**src/rtl/spart_pkg.sv**
```systemverilog
// Shared SPART definitions: bus register map, status bit positions, baud divisors
// and the echo driver state encoding.
package spart_pkg;

  typedef enum logic [2:0] {
    StInitLo,
    StInitHi,
    StPollRx,
    StReadRx,
    StPollTx,
    StWriteTx
  } state_e;

  localparam logic [1:0] ADDR_BUF    = 2'b00;
  localparam logic [1:0] ADDR_STAT   = 2'b01;
  localparam logic [1:0] ADDR_DIV_LO = 2'b10;
  localparam logic [1:0] ADDR_DIV_HI = 2'b11;

  localparam int unsigned STAT_TBR_BIT = 0;
  localparam int unsigned STAT_RDA_BIT = 1;

  // floor(100 MHz / (16 * baud)) - 1
  localparam logic [15:0] DIV_4800  = 16'h0515;
  localparam logic [15:0] DIV_9600  = 16'h028A;
  localparam logic [15:0] DIV_19200 = 16'h0144;
  localparam logic [15:0] DIV_38400 = 16'h00A1;

  function automatic logic [15:0] div_for_cfg(input logic [1:0] cfg);
    logic [15:0] div;
    unique case (cfg)
      2'b00:   div = DIV_4800;
      2'b01:   div = DIV_9600;
      2'b10:   div = DIV_19200;
      default: div = DIV_38400;
    endcase
    return div;
  endfunction

endpackage

```
**src/rtl/spart_sync2.sv**
```systemverilog
// Two-flop synchronizer for slow asynchronous level inputs such as DIP switches.
module spart_sync2 #(
  parameter int unsigned WIDTH = 1
) (
  input  logic             i_clk,
  input  logic [WIDTH-1:0] i_d,
  output logic [WIDTH-1:0] o_q
);

  logic [WIDTH-1:0] r_meta;
  logic [WIDTH-1:0] r_sync;

  // No reset: the switches keep being sampled while the system is held in reset.
  always_ff @(posedge i_clk) begin
    r_meta <= i_d;
    r_sync <= r_meta;
  end

  assign o_q = r_sync;

endmodule

```
**src/rtl/spart_echo_driver.sv**
```systemverilog
// SPART bus master: programs the baud divisor from br_cfg, then polls the SPART
// and writes every received byte (optionally XORed) back to the transmitter.
module spart_echo_driver
  import spart_pkg::*;
#(
  parameter logic [7:0]  ECHO_XOR = 8'h00,
  parameter int unsigned CNT_W    = 16
) (
  input  logic             clk,
  input  logic             rst,
  input  logic [1:0]       br_cfg,
  output logic             iocs,
  output logic             iorw,
  output logic [1:0]       ioaddr,
  output logic [7:0]       bus_wdata,
  input  logic [7:0]       bus_rdata,
  output logic [7:0]       rx_byte,
  output logic             rx_valid,
  output logic [CNT_W-1:0] echo_count
);

  logic [1:0]       w_cfg_sync;
  logic             w_cfg_change;
  logic [15:0]      w_div_new;
  logic [15:0]      w_div_cur;
  state_e           w_state_d;
  logic             w_iocs;
  logic             w_iorw;
  logic [1:0]       w_ioaddr;
  logic [7:0]       w_wdata;

  state_e           r_state;
  logic             r_go;
  logic [1:0]       r_cfg;
  logic [7:0]       r_hold;
  logic [7:0]       r_rx_byte;
  logic             r_rx_valid;
  logic [CNT_W-1:0] r_echo_count;
  logic             r_iocs;
  logic             r_iorw;
  logic [1:0]       r_ioaddr;
  logic [7:0]       r_wdata;

  spart_sync2 #(
    .WIDTH(2)
  ) u_cfg_sync (
    .i_clk(clk),
    .i_d  (br_cfg),
    .o_q  (w_cfg_sync)
  );

  assign w_cfg_change = (w_cfg_sync != r_cfg);
  assign w_div_new    = div_for_cfg(w_cfg_sync);
  assign w_div_cur    = div_for_cfg(r_cfg);

  // r_state names the access currently on the bus; r_go marks that one has been issued.
  always_comb begin
    w_state_d = r_state;
    if (r_go) begin
      unique case (r_state)
        StInitLo:  w_state_d = StInitHi;
        StInitHi:  w_state_d = StPollRx;
        StPollRx: begin
          if (w_cfg_change) begin
            w_state_d = StInitLo;
          end else if (bus_rdata[STAT_RDA_BIT]) begin
            w_state_d = StReadRx;
          end
        end
        StReadRx:  w_state_d = StPollTx;
        StPollTx: begin
          if (bus_rdata[STAT_TBR_BIT]) begin
            w_state_d = StWriteTx;
          end
        end
        StWriteTx: w_state_d = StPollRx;
        default:   w_state_d = StInitLo;
      endcase
    end
  end

  always_comb begin
    w_iocs   = 1'b1;
    w_iorw   = 1'b1;
    w_ioaddr = ADDR_STAT;
    w_wdata  = 8'h00;
    unique case (w_state_d)
      StInitLo: begin
        w_iorw   = 1'b0;
        w_ioaddr = ADDR_DIV_LO;
        w_wdata  = w_div_new[7:0];
      end
      StInitHi: begin
        w_iorw   = 1'b0;
        w_ioaddr = ADDR_DIV_HI;
        w_wdata  = w_div_cur[15:8];
      end
      StReadRx: w_ioaddr = ADDR_BUF;
      StWriteTx: begin
        w_iorw   = 1'b0;
        w_ioaddr = ADDR_BUF;
        w_wdata  = r_hold;
      end
      default: ;
    endcase
  end

  always_ff @(posedge clk or posedge rst) begin
    if (rst) begin
      r_state      <= StInitLo;
      r_go         <= 1'b0;
      r_cfg        <= 2'b00;
      r_hold       <= 8'h00;
      r_rx_byte    <= 8'h00;
      r_rx_valid   <= 1'b0;
      r_echo_count <= '0;
      r_iocs       <= 1'b0;
      r_iorw       <= 1'b1;
      r_ioaddr     <= ADDR_BUF;
      r_wdata      <= 8'h00;
    end else begin
      r_go       <= 1'b1;
      r_state    <= w_state_d;
      r_iocs     <= w_iocs;
      r_iorw     <= w_iorw;
      r_ioaddr   <= w_ioaddr;
      r_wdata    <= w_wdata;
      r_rx_valid <= 1'b0;
      if (w_state_d == StInitLo) begin
        r_cfg <= w_cfg_sync;
      end
      if (r_go && r_state == StReadRx) begin
        r_rx_byte  <= bus_rdata;
        r_hold     <= bus_rdata ^ ECHO_XOR;
        r_rx_valid <= 1'b1;
      end
      if (r_go && r_state == StWriteTx) begin
        r_echo_count <= r_echo_count + CNT_W'(1);
      end
    end
  end

  assign iocs       = r_iocs;
  assign iorw       = r_iorw;
  assign ioaddr     = r_ioaddr;
  assign bus_wdata  = r_wdata;
  assign rx_byte    = r_rx_byte;
  assign rx_valid   = r_rx_valid;
  assign echo_count = r_echo_count;

endmodule

```
**config.mk**
```make
export PLATFORM = sky130hd
export DESIGN_NAME = spart_echo_driver
export DESIGN_NICKNAME = d
export VERILOG_FILES = /design/src/rtl/spart_pkg.sv /design/src/rtl/spart_sync2.sv /design/src/rtl/spart_echo_driver.sv
export SDC_FILE = /design/constraint.sdc
export NUM_CORES = 1
export LEC_CHECK = 0
export CAP_MARGIN = 15
export CORE_UTILIZATION = 35
export DETAILED_ROUTE_END_ITERATION = 10
export DONT_BUFFER_PORTS = 1
export HOLD_SLACK_MARGIN = 0.06
export PLACE_DENSITY = 0.57
export SYNTH_ARGS = -nofsm -noshare
export SYNTH_HDL_FRONTEND = slang
export SYNTH_SLANG_ARGS = --single-unit
```
**constraint.sdc**
```tcl
create_clock -name clk -period 2.8 [get_ports clk]
set_input_delay 0 -clock clk [delete_from_list [all_inputs] [get_ports clk]]
set_output_delay 0 -clock clk [all_outputs]
set_load 0.005 [all_outputs]
```
==> reports/results.tsv, run 1 <==
stage	metric	value	unit
outcome	status	complete, no violations	
timing	fin_skew	0.00690	ns
pwr	combPwrFrac	26.3	%
pwr	p_clk_share	22.9	%
clock_tree	cts_sinks	46	
worst_setup_path	crit_arrival	2.28	ns
route	drt_iter0_markers	46	
layout	syn_to_final_growth	12.7	%
synth	syn_area	0.00214	mm²
timing	finalMaxSlewViolations	0	
worst_setup_path	path_cells	inv_1 > or4_1 > clkinv_4 > a211oi_1 > nor3_2 > a211oi_1	
clock_tree	cts_buffers	5	
placement	io_buffers	0	
worst_setup_path	critical-path-max-stage-delay	0.73	ns
placement	dpl.hpwl	3260	µm
clock_tree	post_cts_resize_count	0	
die	rows	28	
synth	syn-num-nets	221	
pwr	leakagePower	1.12	nW
synth	ys_top_cells_by_area	dfrtp_1 48%, nand2_1 7.0%, xnor2_1 5.3%, dfxtp_1 3.7%, ha_1 3.5%	
die	core_area	0.00592	mm²
run	maxCapViolCount	0	
pwr	p_sw	0.762	mW
route	wl_per_cell	15.8	µm
pwr	seqPwrFrac	50.9	%
route	via_count	1503	
layout	fillCellCount	559	
timing	fmax	0.474	GHz
global_routing	grt_pass1_vias	1556	
pwr	power.internal	1.35	mW
placement	routabilityCongestion	0.846	
die	die_h	80.2	µm
global_routing	grt_max_degree	24	
die	die-area	0.00643	mm²
route	drc	0	
layout	utilization	40.7	%
synth	yosysUniqueCellTypes	52	
synth	yosysTopAreaCell	dfrtp_1	
clock_tree	cts_buffer_depth	2	
global_routing	track_usage	15.4	%
timing	period_share	75.4	%
synth	async_flop_share	91.3	%
timing	max_slew_margin	51.4	%
clock_tree	h-tree-depth	2	
die	die_w	80.2	µm
worst_setup_path	setup.worst_path.start_class	register	
pwr	vdd_ir_drop_max	0.000479	V
timing	finalSetupViolCount	0	
worst_setup_path	crit_type	register to register	
synth	ys_seq_elements	46	
timing	tns	0	ns
timing	rsz0062_at_grt	false	
route	routed_via_density	5.15	
global_routing	antenna_found_initial	0	
synth	synth_flop_cell	dfrtp_1	
global_routing	grt_pass1_wl	7410	µm
worst_setup_path	crit_required	2.97	ns
layout	drive_gt1_share	8.76	%
synth	synth_top_area_share	48.0	%
worst_setup_path	critPathCaptureType	register	
worst_hold_path	hold_class	primary input to register	
layout	nets	234	
synth	seq_area_frac_synth	53.0	%
synth	synth_edf_count	0	
route	drt-pass1-iter-count	4	
pwr	powerDensity	878	mW/mm²
worst_setup_path	worstPathMaxFanout	12	
clock_tree	cts_setup_buffers	0	
synth	syn_avg_cell_area	10.5	µm²
timing	tightestPinTransition	0.725	ns
clock_tree	clockRootBuffer	clkbuf_8	
route	antenna_left	0	
clock_tree	clk_pin_slew	0.08	ns
clock_tree	cts_tree	yes	
pwr	p_sw_share	36.0	%
clock_tree	ctsHoldBuffers	11	
die	start_util	36.1	%
global_routing	overflow	0	
worst_setup_path	crit_top_cell	a211oi_1	
timing	fin_crit	2.11	ns
worst_setup_path	crit_slowest_cell	or4_1	
clock_tree	worstSkewPairLatency	0.29	ns
route	routed_wirelength	4620	µm
layout	insertedDiodeCount	0	
die	ios	49	
synth	netlist_instances	203	
synth	ys_warn_count	0	
timing	hold_viol_final	0	
-- layer usage --
metal  GRT usage, %  vias to the layer above  wire length, µm
met1           18.8                      709             2090
met2           25.0                       65             2080
met4           6.79                        0              125
met5              0                        -                0
met3           4.66                       15              324
li1               -                      714                -
-- final timing paths --
| kind | startpoint | end | slack (ns) | cells after the start |
|---|---|---|---|---|
| max in group asynchronous | rst | iorw$_DFF_PP1_ | 1.87 | 3 |
| hold / removal | bus_rdata[0] | ioaddr[0]$_DFF_PP0_ | 0.12 | 3 |
| setup reg to reg | iocs$_DFF_PP0_ | bus_wdata[0]$_DFF_PP0_ | 0.69 | 6 |
| setup / recovery | iocs$_DFF_PP0_ | bus_wdata[0]$_DFF_PP0_ | 0.69 | 6 |
| hold reg to reg | u_cfg_sync.r_meta[1]$_DFF_P_ | u_cfg_sync.o_q[1]$_DFF_P_ | 0.33 | 0 |
| min in group asynchronous | rst | echo_count[14]$_DFFE_PP0P_ | 0.18 | 2 |
-- sequential cells by signal, summed over array words and instances, names as in the netlist --
name	cells
echo_count	16
u_cfg_sync.o_q	2
ioaddr	2
rx_byte	8
u_cfg_sync.r_meta	2
iocs	1
iorw	1
r_cfg	2
rx_valid	1
r_state	3
bus_wdata	8
-- critical path, delay by kind of cell (launching register included) --
kind	cells	cell delay [ns]
buf+inv	2	0.38
flops	1	0.58
simple gates	2	0.87
compound gates	2	0.15
-- power by group through the flow --
stage                     Clock (mW)  Sequential [mW]  Combinational [mW]
after floorplan                    0            0.979               0.504
after global placement             0             1.09               0.544
after detailed placement           0             1.09               0.541
after CTS                      0.498             1.08               0.558
after global routing           0.520             1.11               0.634
final                          0.484             1.08               0.556
-- cells by family (layout without fill, tap and decap cells) --
logic type	after synthesis	count (layout)	synth area share, %
AOI/OAI and AO/OA	29	29	9.89
muxes	1	1	0.527
buffers and inverters	18	32	4.50
adders and majority gates	6	6	3.51
other	1	1	0.175
and+or+nand+nor	84	84	21.1
DFF	46	46	53.0
xor gates and xnor gates	18	18	7.37
-- synth_stat cells, drive strengths merged, types with 4 or more instances --
cell type / instances
nand3: 9
nand2: 40
buf: 5
ha: 6
xor2: 5
nor2: 10
dfrtp: 41
xnor2: 13
dfxtp: 4
inv: 11
o21ai: 8
-- cells in the final DEF (no fill, tap or decap), types with 2 or more instances in the layout --
master	count
a211oi_1	3
a32o_1	3
and4_1	3
clkbuf_1	2
clkbuf_8	5
dfrtp_1	41
dfxtp_1	4
dlygate4sd3_1	11
ha_1	6
inv_1	9
nand2_1	40
nand2b_1	3
nand3_1	9
nand3b_1	2
nand4_1	2
nor2_1	10
nor2b_1	2
nor3_2	2
o21ai_0	7
o22ai_1	3
xnor2_1	13
xor2_1	5
-- final cells by class --
class,count,area (µm²),area share (%)
Clock inverter,1,30.0,1.25
Multi-Input combinational cell,139,910,37.7
Tap cell,75,93.8,3.89
Sequential cell,46,1130,47.0
Timing Repair Buffer,12,118,4.88
Clock buffer,7,76.3,3.17
Inverter,12,50.0,2.08
-- stage by stage --
step | instance area (µm²) | setup slack [ns] | hold slack (ns) | power [mW] | instances
2_1_floorplan | 2140 | 1.30 | 0.0277 | 1.48 | 203
3_3_place_gp | 2190 | 0.835 | -0.0581 | 1.63 | 273
3_5_place_dp | 2190 | 0.733 | -0.0418 | 1.63 | 273
4_1_cts | 2410 | 0.720 | 0.114 | 2.13 | 292
5_1_grt | 2410 | 0.546 | 0.156 | 2.26 | 292
6_report | 2410 | 0.689 | 0.117 | 2.12 | 292
Note: power is estimated with default switching activity, not from simulation.
==> run 2: changes to the inputs <==
PLACE_DENSITY = 0.59   (was 0.57)
clock period = 1.7 ns   (was 2.8 ns; I/O delays follow)
==> reports/results.tsv, run 2 (synthesized netlist as in run 1, its figures left out) <==
stage	metric	value	unit	change
clock_tree	worstSkewPairLatency	0.30	ns	about the same
worst_setup_path	setup.worst_path.start_class	register		
worst_setup_path	path_cells	inv_1 > or4_1 > clkinv_4 > a211oi_1 > nor3_2 > a211oi_1		
layout	largest_reg_flops	16		unchanged
timing	fin_skew	0.00564	ns	-0.00126 ns
die	die_h	80.2	µm	unchanged
timing	setup_slack	0.118	ns	-0.570 ns
global_routing	grt_max_degree	37		+54%
clock_tree	cts_tree	yes		
layout	syn_to_final_growth	19.3	%	
timing	hold_viol_final	0		unchanged
route	routed_wirelength	4640	µm	+0.43%
timing	period_share	93.0	%	+18 points
pwr	powerDensity	1440	mW/mm²	+64%
worst_setup_path	crit_type	register to register		
route	wl_per_cell	15.0	µm	-5.1%
die	start_util	36.1	%	unchanged
route	drt_iter0_markers	80		+74%
layout	final_cell_mix	39 x nand2_1, 39 x dfrtp_1, 17 x buf_4, 13 x xnor2_1, 12 x dlygate4sd3_1		
worst_setup_path	critPathCaptureType	register		
pwr	vdd_ir_drop_max	0.000716	V	+49%
die	ios	49		unchanged
pwr	leakagePower	1.20	nW	+7.9%
placement	dpl.hpwl	3340	µm	+2.4%
clock_tree	h-tree-depth	2		unchanged
die	rows	28		unchanged
outcome	status	complete, no violations		
run	maxCapViolCount	0		unchanged
clock_tree	cts_buffers	5		unchanged
timing	finalSetupViolCount	0		unchanged
timing	finalMaxSlewViolations	0		unchanged
layout	drive_gt1_share	17.1	%	+8.3 points
worst_setup_path	critical-path-max-stage-delay	0.59	ns	-0.14 ns
clock_tree	cts_buffer_depth	2		unchanged
timing	fin_crit	1.58	ns	-0.530 ns
layout	seq_area	0.00113	mm²	+0.22%
route	via_count	1562		+3.9%
worst_setup_path	critPathTopFamily	simple AND/OR/NAND/NOR gates		
placement	routabilityCongestion	0.872		+3.0%
global_routing	track_usage	16.0	%	+0.62 points
timing	fmax	0.632	GHz	+33%
global_routing	grt_pass1_vias	1569		+0.84%
timing	tns	0	ns	unchanged
layout	insertedDiodeCount	0		unchanged
layout	nets	251		+7.3%
die	core_area	0.00592	mm²	unchanged
route	routed_via_density	5.06		-1.8%
route	drt-pass1-iter-count	4		unchanged
route	antenna_left	0		unchanged
clock_tree	clk_pin_slew	0.08	ns	about the same
global_routing	grt_pass1_wl	7800	µm	+5.2%
clock_tree	clockRootBuffer	clkbuf_8		
layout	fillCellCount	579		+3.6%
timing	rsz0062_at_grt	false		
global_routing	overflow	0		unchanged
clock_tree	cts_sinks	46		unchanged
placement	dpl_worst_slack	0.0539	ns	-0.679 ns
clock_tree	cts_setup_buffers	0		unchanged
worst_setup_path	worstPathBufferInverterCount	2		unchanged
die	die_w	80.2	µm	unchanged
worst_setup_path	crit_arrival	1.76	ns	-0.52 ns
worst_setup_path	crit_required	1.88	ns	-1.09 ns
worst_setup_path	worstPathMaxFanout	9		-3
worst_setup_path	crit_top_cell	a211oi_1		
route	drc	0		unchanged
global_routing	antenna_found_initial	0		unchanged
layout	multi_input_area	912	µm²	+0.28%
placement	io_buffers	0		unchanged
worst_hold_path	hold_class	primary input to register		
worst_setup_path	crit_slowest_cell	or4_1		
die	die-area	0.00643	mm²	unchanged
run 2: worst paths after layout:
kind,startpoint,to,slack (ns),cells past startpoint
setup / recovery,r_state[1]$_DFF_PP0_,bus_wdata[0]$_DFF_PP0_,0.12,6
hold / removal,bus_rdata[1],r_state[0]$_DFF_PP0_,0.13,3
setup reg to reg,r_state[1]$_DFF_PP0_,bus_wdata[0]$_DFF_PP0_,0.12,6
hold reg to reg,u_cfg_sync.r_meta[1]$_DFF_P_,u_cfg_sync.o_q[1]$_DFF_P_,0.34,0
max in group asynchronous,rst,echo_count[13]$_DFFE_PP0P_,0.89,3
min in group asynchronous,rst,echo_count[10]$_DFFE_PP0P_,0.26,3
run 2: routing by layer:
metal	global-route usage, %	wire, µm
met4	6.25	67
met5	0	0
met1	20.2	2170
met3	5.57	268
met2	25.0	2130
run 2: final cells by class:
class | instances | share of cell area [%]
sequential | 46 | 44.5
multi-input combinational | 139 | 35.8
timing repair buffer | 29 | 9.71
tap | 75 | 3.68
clock buffer | 5 | 2.70
inverter | 12 | 1.96
clock inverter | 3 | 1.72
run 2: report_power, final:
part	internal, mW	switching (mW)
Clock	0.441	0.394
Combinational	0.544	0.634
Sequential	1.39	0.276
run 2: tightest hold or removal path: stages:
cell and delay, ns:
and4_1 0.24, nor2_1 0.08, inv_1 0.07
run 2: stage by stage:
step | instances | area, µm² | hold WS (ns) | util, % | power [mW]
final | 309 | 2550 | 0.135 | 43.1 | 3.68
after global routing | 309 | 2550 | 0.185 | 43.1 | 3.95
after CTS | 309 | 2550 | 0.137 | 43.0 | 3.70
after floorplan | 203 | 2140 | 0.0277 | - | 2.44
after global placement | 289 | 2310 | -0.217 | 39.1 | 2.83
after detailed placement | 289 | 2310 | -0.214 | 39.1 | 2.84
run 2: repair_timing:
item | in CTS | in global routing
endpoints found under the setup margin | 0 | 12
resized for setup | 0 | 5
endpoints found under the hold margin | 51 | 0
hold buffers | 12 | 0
==> run 3: changes to the inputs <==
==> constraint.sdc (replaced) <==
create_clock -name clk -period 1.7 [get_ports clk]
set_input_delay 0 -clock clk [delete_from_list [all_inputs] [get_ports clk]]
set_output_delay 0 -clock clk [all_outputs]
set_load 0.02 [all_outputs]
==> reports/results.tsv, run 3 (synthesized netlist as in run 1, its figures left out) <==
stage	metric	value	unit	change
outcome	status	complete, no violations		
die	start_util	36.1	%	unchanged
die	core_area	0.00592	mm²	unchanged
route	antenna_left	0		unchanged
pwr	vdd_ir_drop_max	0.000650	V	-9.2%
route	routed_via_density	5.00		-1.0%
timing	tightestPinTransition	0.606	ns	
timing	fin_crit	1.62	ns	+0.0402 ns
timing	hold_viol_final	0		unchanged
global_routing	grt_pass1_vias	1608		+2.5%
worst_setup_path	critPathCaptureType	register		
pwr	p_clk_share	17.1	%	-5.6 points
pwr	p_sw_share	41.0	%	+5.5 points
layout	drive_gt1_share	20.2	%	+3.2 points
die	rows	28		unchanged
global_routing	gr-max-usage-layer	met2		
global_routing	met1_usage	20.3	%	+0.10 points
clock_tree	cts_buffers	5		unchanged
clock_tree	clockRootBuffer	clkbuf_8		
layout	insertedDiodeCount	0		unchanged
layout	largest_reg_flops	16		unchanged
route	drt-pass1-iter-count	5		+1
route	drt_iter0_markers	67		-16%
layout	final_cell_mix	40 x nand2_1, 39 x dfrtp_1, 25 x buf_4, 13 x xnor2_1, 11 x dlygate4sd3_1		
timing	worst_hold_slack	0.115	ns	-0.0198 ns
clock_tree	cts_setup_buffers	0		unchanged
worst_setup_path	setup.worst_path.start_class	register		
layout	layout_commonest_cell	nand2_1		
global_routing	antenna_found_initial	0		unchanged
route	via_count	1586		+1.5%
timing	rsz0062_at_grt	false		
layout	nets	259		+3.2%
die	ios	49		unchanged
timing	finalSetupViolCount	0		unchanged
global_routing	track_usage	16.4	%	+0.39 points
pwr	power.internal	2.28	mW	-4.0%
clock_tree	h-tree-depth	2		unchanged
timing	max_slew_margin	59.4	%	
clock_tree	cts_buffer_depth	2		unchanged
global_routing	grt_pass1_wl	7920	µm	+1.6%
route	drc	0		unchanged
clock_tree	cts_tree	yes		
worst_setup_path	crit_arrival	1.87	ns	+0.11 ns
run	maxCapViolCount	0		unchanged
clock_tree	worstSkewPairLatency	0.30	ns	about the same
global_routing	use_met2	26.2	%	+1.2 points
global_routing	met3_usage	5.68	%	+0.11 points
die	die_w	80.2	µm	unchanged
pwr	p_sw	1.58	mW	+21%
placement	routabilityCongestion	0.812		-6.9%
pwr	seqPwrFrac	48.4	%	+3.1 points
die	die_h	80.2	µm	unchanged
pwr	leakagePower	1.24	nW	+2.9%
layout	syn_to_final_growth	21.6	%	
worst_setup_path	crit_required	1.95	ns	+0.07 ns
timing	period_share	95.4	%	+2.4 points
pwr	powerDensity	1490	mW/mm²	+3.0%
route	routed_wirelength	4870	µm	+5.0%
timing	fmax	0.617	GHz	-2.5%
timing	tns	0	ns	unchanged
timing	fin_skew	0.00843	ns	+0.00279 ns
global_routing	overflow	0		unchanged
clock_tree	clk_pin_slew	0.08	ns	about the same
worst_hold_path	hold_class	primary input to register		
worst_setup_path	worstPathMaxFanout	9		unchanged
pwr	combPwrFrac	34.5	%	+2.5 points
placement	io_buffers	0		unchanged
worst_setup_path	crit_type	register to register		
die	die-area	0.00643	mm²	unchanged
global_routing	grt_max_degree	28		-24%
placement	dpl.hpwl	3580	µm	+7.1%
clock_tree	cts_sinks	46		unchanged
timing	finalMaxSlewViolations	0		unchanged
route	wl_per_cell	15.4	µm	+2.3%
[run 3: power by group through the flow]
stage / combinational, mW / sequential [mW] / clock, mW
6_report: 1.33 / 1.87 / 0.662
5_1_grt: 1.49 / 1.92 / 0.735
4_1_cts: 1.32 / 1.87 / 0.685
3_5_place_dp: 1.29 / 1.89 / 0
3_3_place_gp: 1.27 / 1.90 / 0
2_1_floorplan: 0.829 / 1.86 / 0
[run 3: layer usage]
layer | part of all wire, % | up-vias | wire length (µm)
met5 | 0 | - | 0
met4 | 1.5 | 0 | 72
met3 | 6.6 | 9 | 320
met2 | 47 | 48 | 2280
met1 | 45 | 758 | 2200
li1 | - | 771 | -
[run 3: layout make-up]
class                   instances  area, µm²
clock inverters                 2       13.8
inverters                      12       50.0
fillers                       569       3320
multi-input cells             139        918
flip-flops and latches         46       1130
well taps                      75       93.8
repair buffers                 37        318
clock buffers                   6       72.6
[run 3: per-stage QoR]
stage | util [%] | setup WS [ns] | total power, mW | cell area (µm²) | instances
2_1_floorplan | - | 0.0749 | 2.69 | 2140 | 203
3_3_place_gp | 40.4 | 0.0917 | 3.16 | 2390 | 298
3_5_place_dp | 40.4 | 0.0647 | 3.18 | 2390 | 298
4_1_cts | 43.7 | 0.0408 | 3.87 | 2590 | 317
5_1_grt | 43.9 | 0.00251 | 4.14 | 2600 | 317
6_report | 43.9 | 0.0781 | 3.86 | 2600 | 317
[run 3: worst paths after layout]
check / to / start / slack, ns / depth (start not counted)
max in group asynchronous: iorw$_DFF_PP1_ / rst / 0.99 / 3
min in group asynchronous: echo_count[11]$_DFFE_PP0P_ / rst / 0.14 / 2
worst max-delay path: iorw$_DFF_PP1_ / iocs$_DFF_PP0_ / 0.08 / 5
worst min-delay path: r_state[0]$_DFF_PP0_ / bus_rdata[1] / 0.12 / 3
worst max register to register: iorw$_DFF_PP1_ / iocs$_DFF_PP0_ / 0.08 / 5
worst min register to register: u_cfg_sync.o_q[1]$_DFF_P_ / u_cfg_sync.r_meta[1]$_DFF_P_ / 0.33 / 0
[run 3: what timing repair did]
| action | in CTS | in global routing |
|---|---|---|
| hold buffers | 11 | 0 |
| resized for setup | 0 | 5 |
| setup endpoints to repair | 0 | 11 |
| endpoints found under the hold margin | 52 | 0 |
[run 3: critical path: stages (launching register included)]
cell,delay [ns]
dfrtp_1,0.51
inv_1,0.09
or4_1,0.55
buf_4,0.21
nand2_1,0.09
a21o_1,0.12
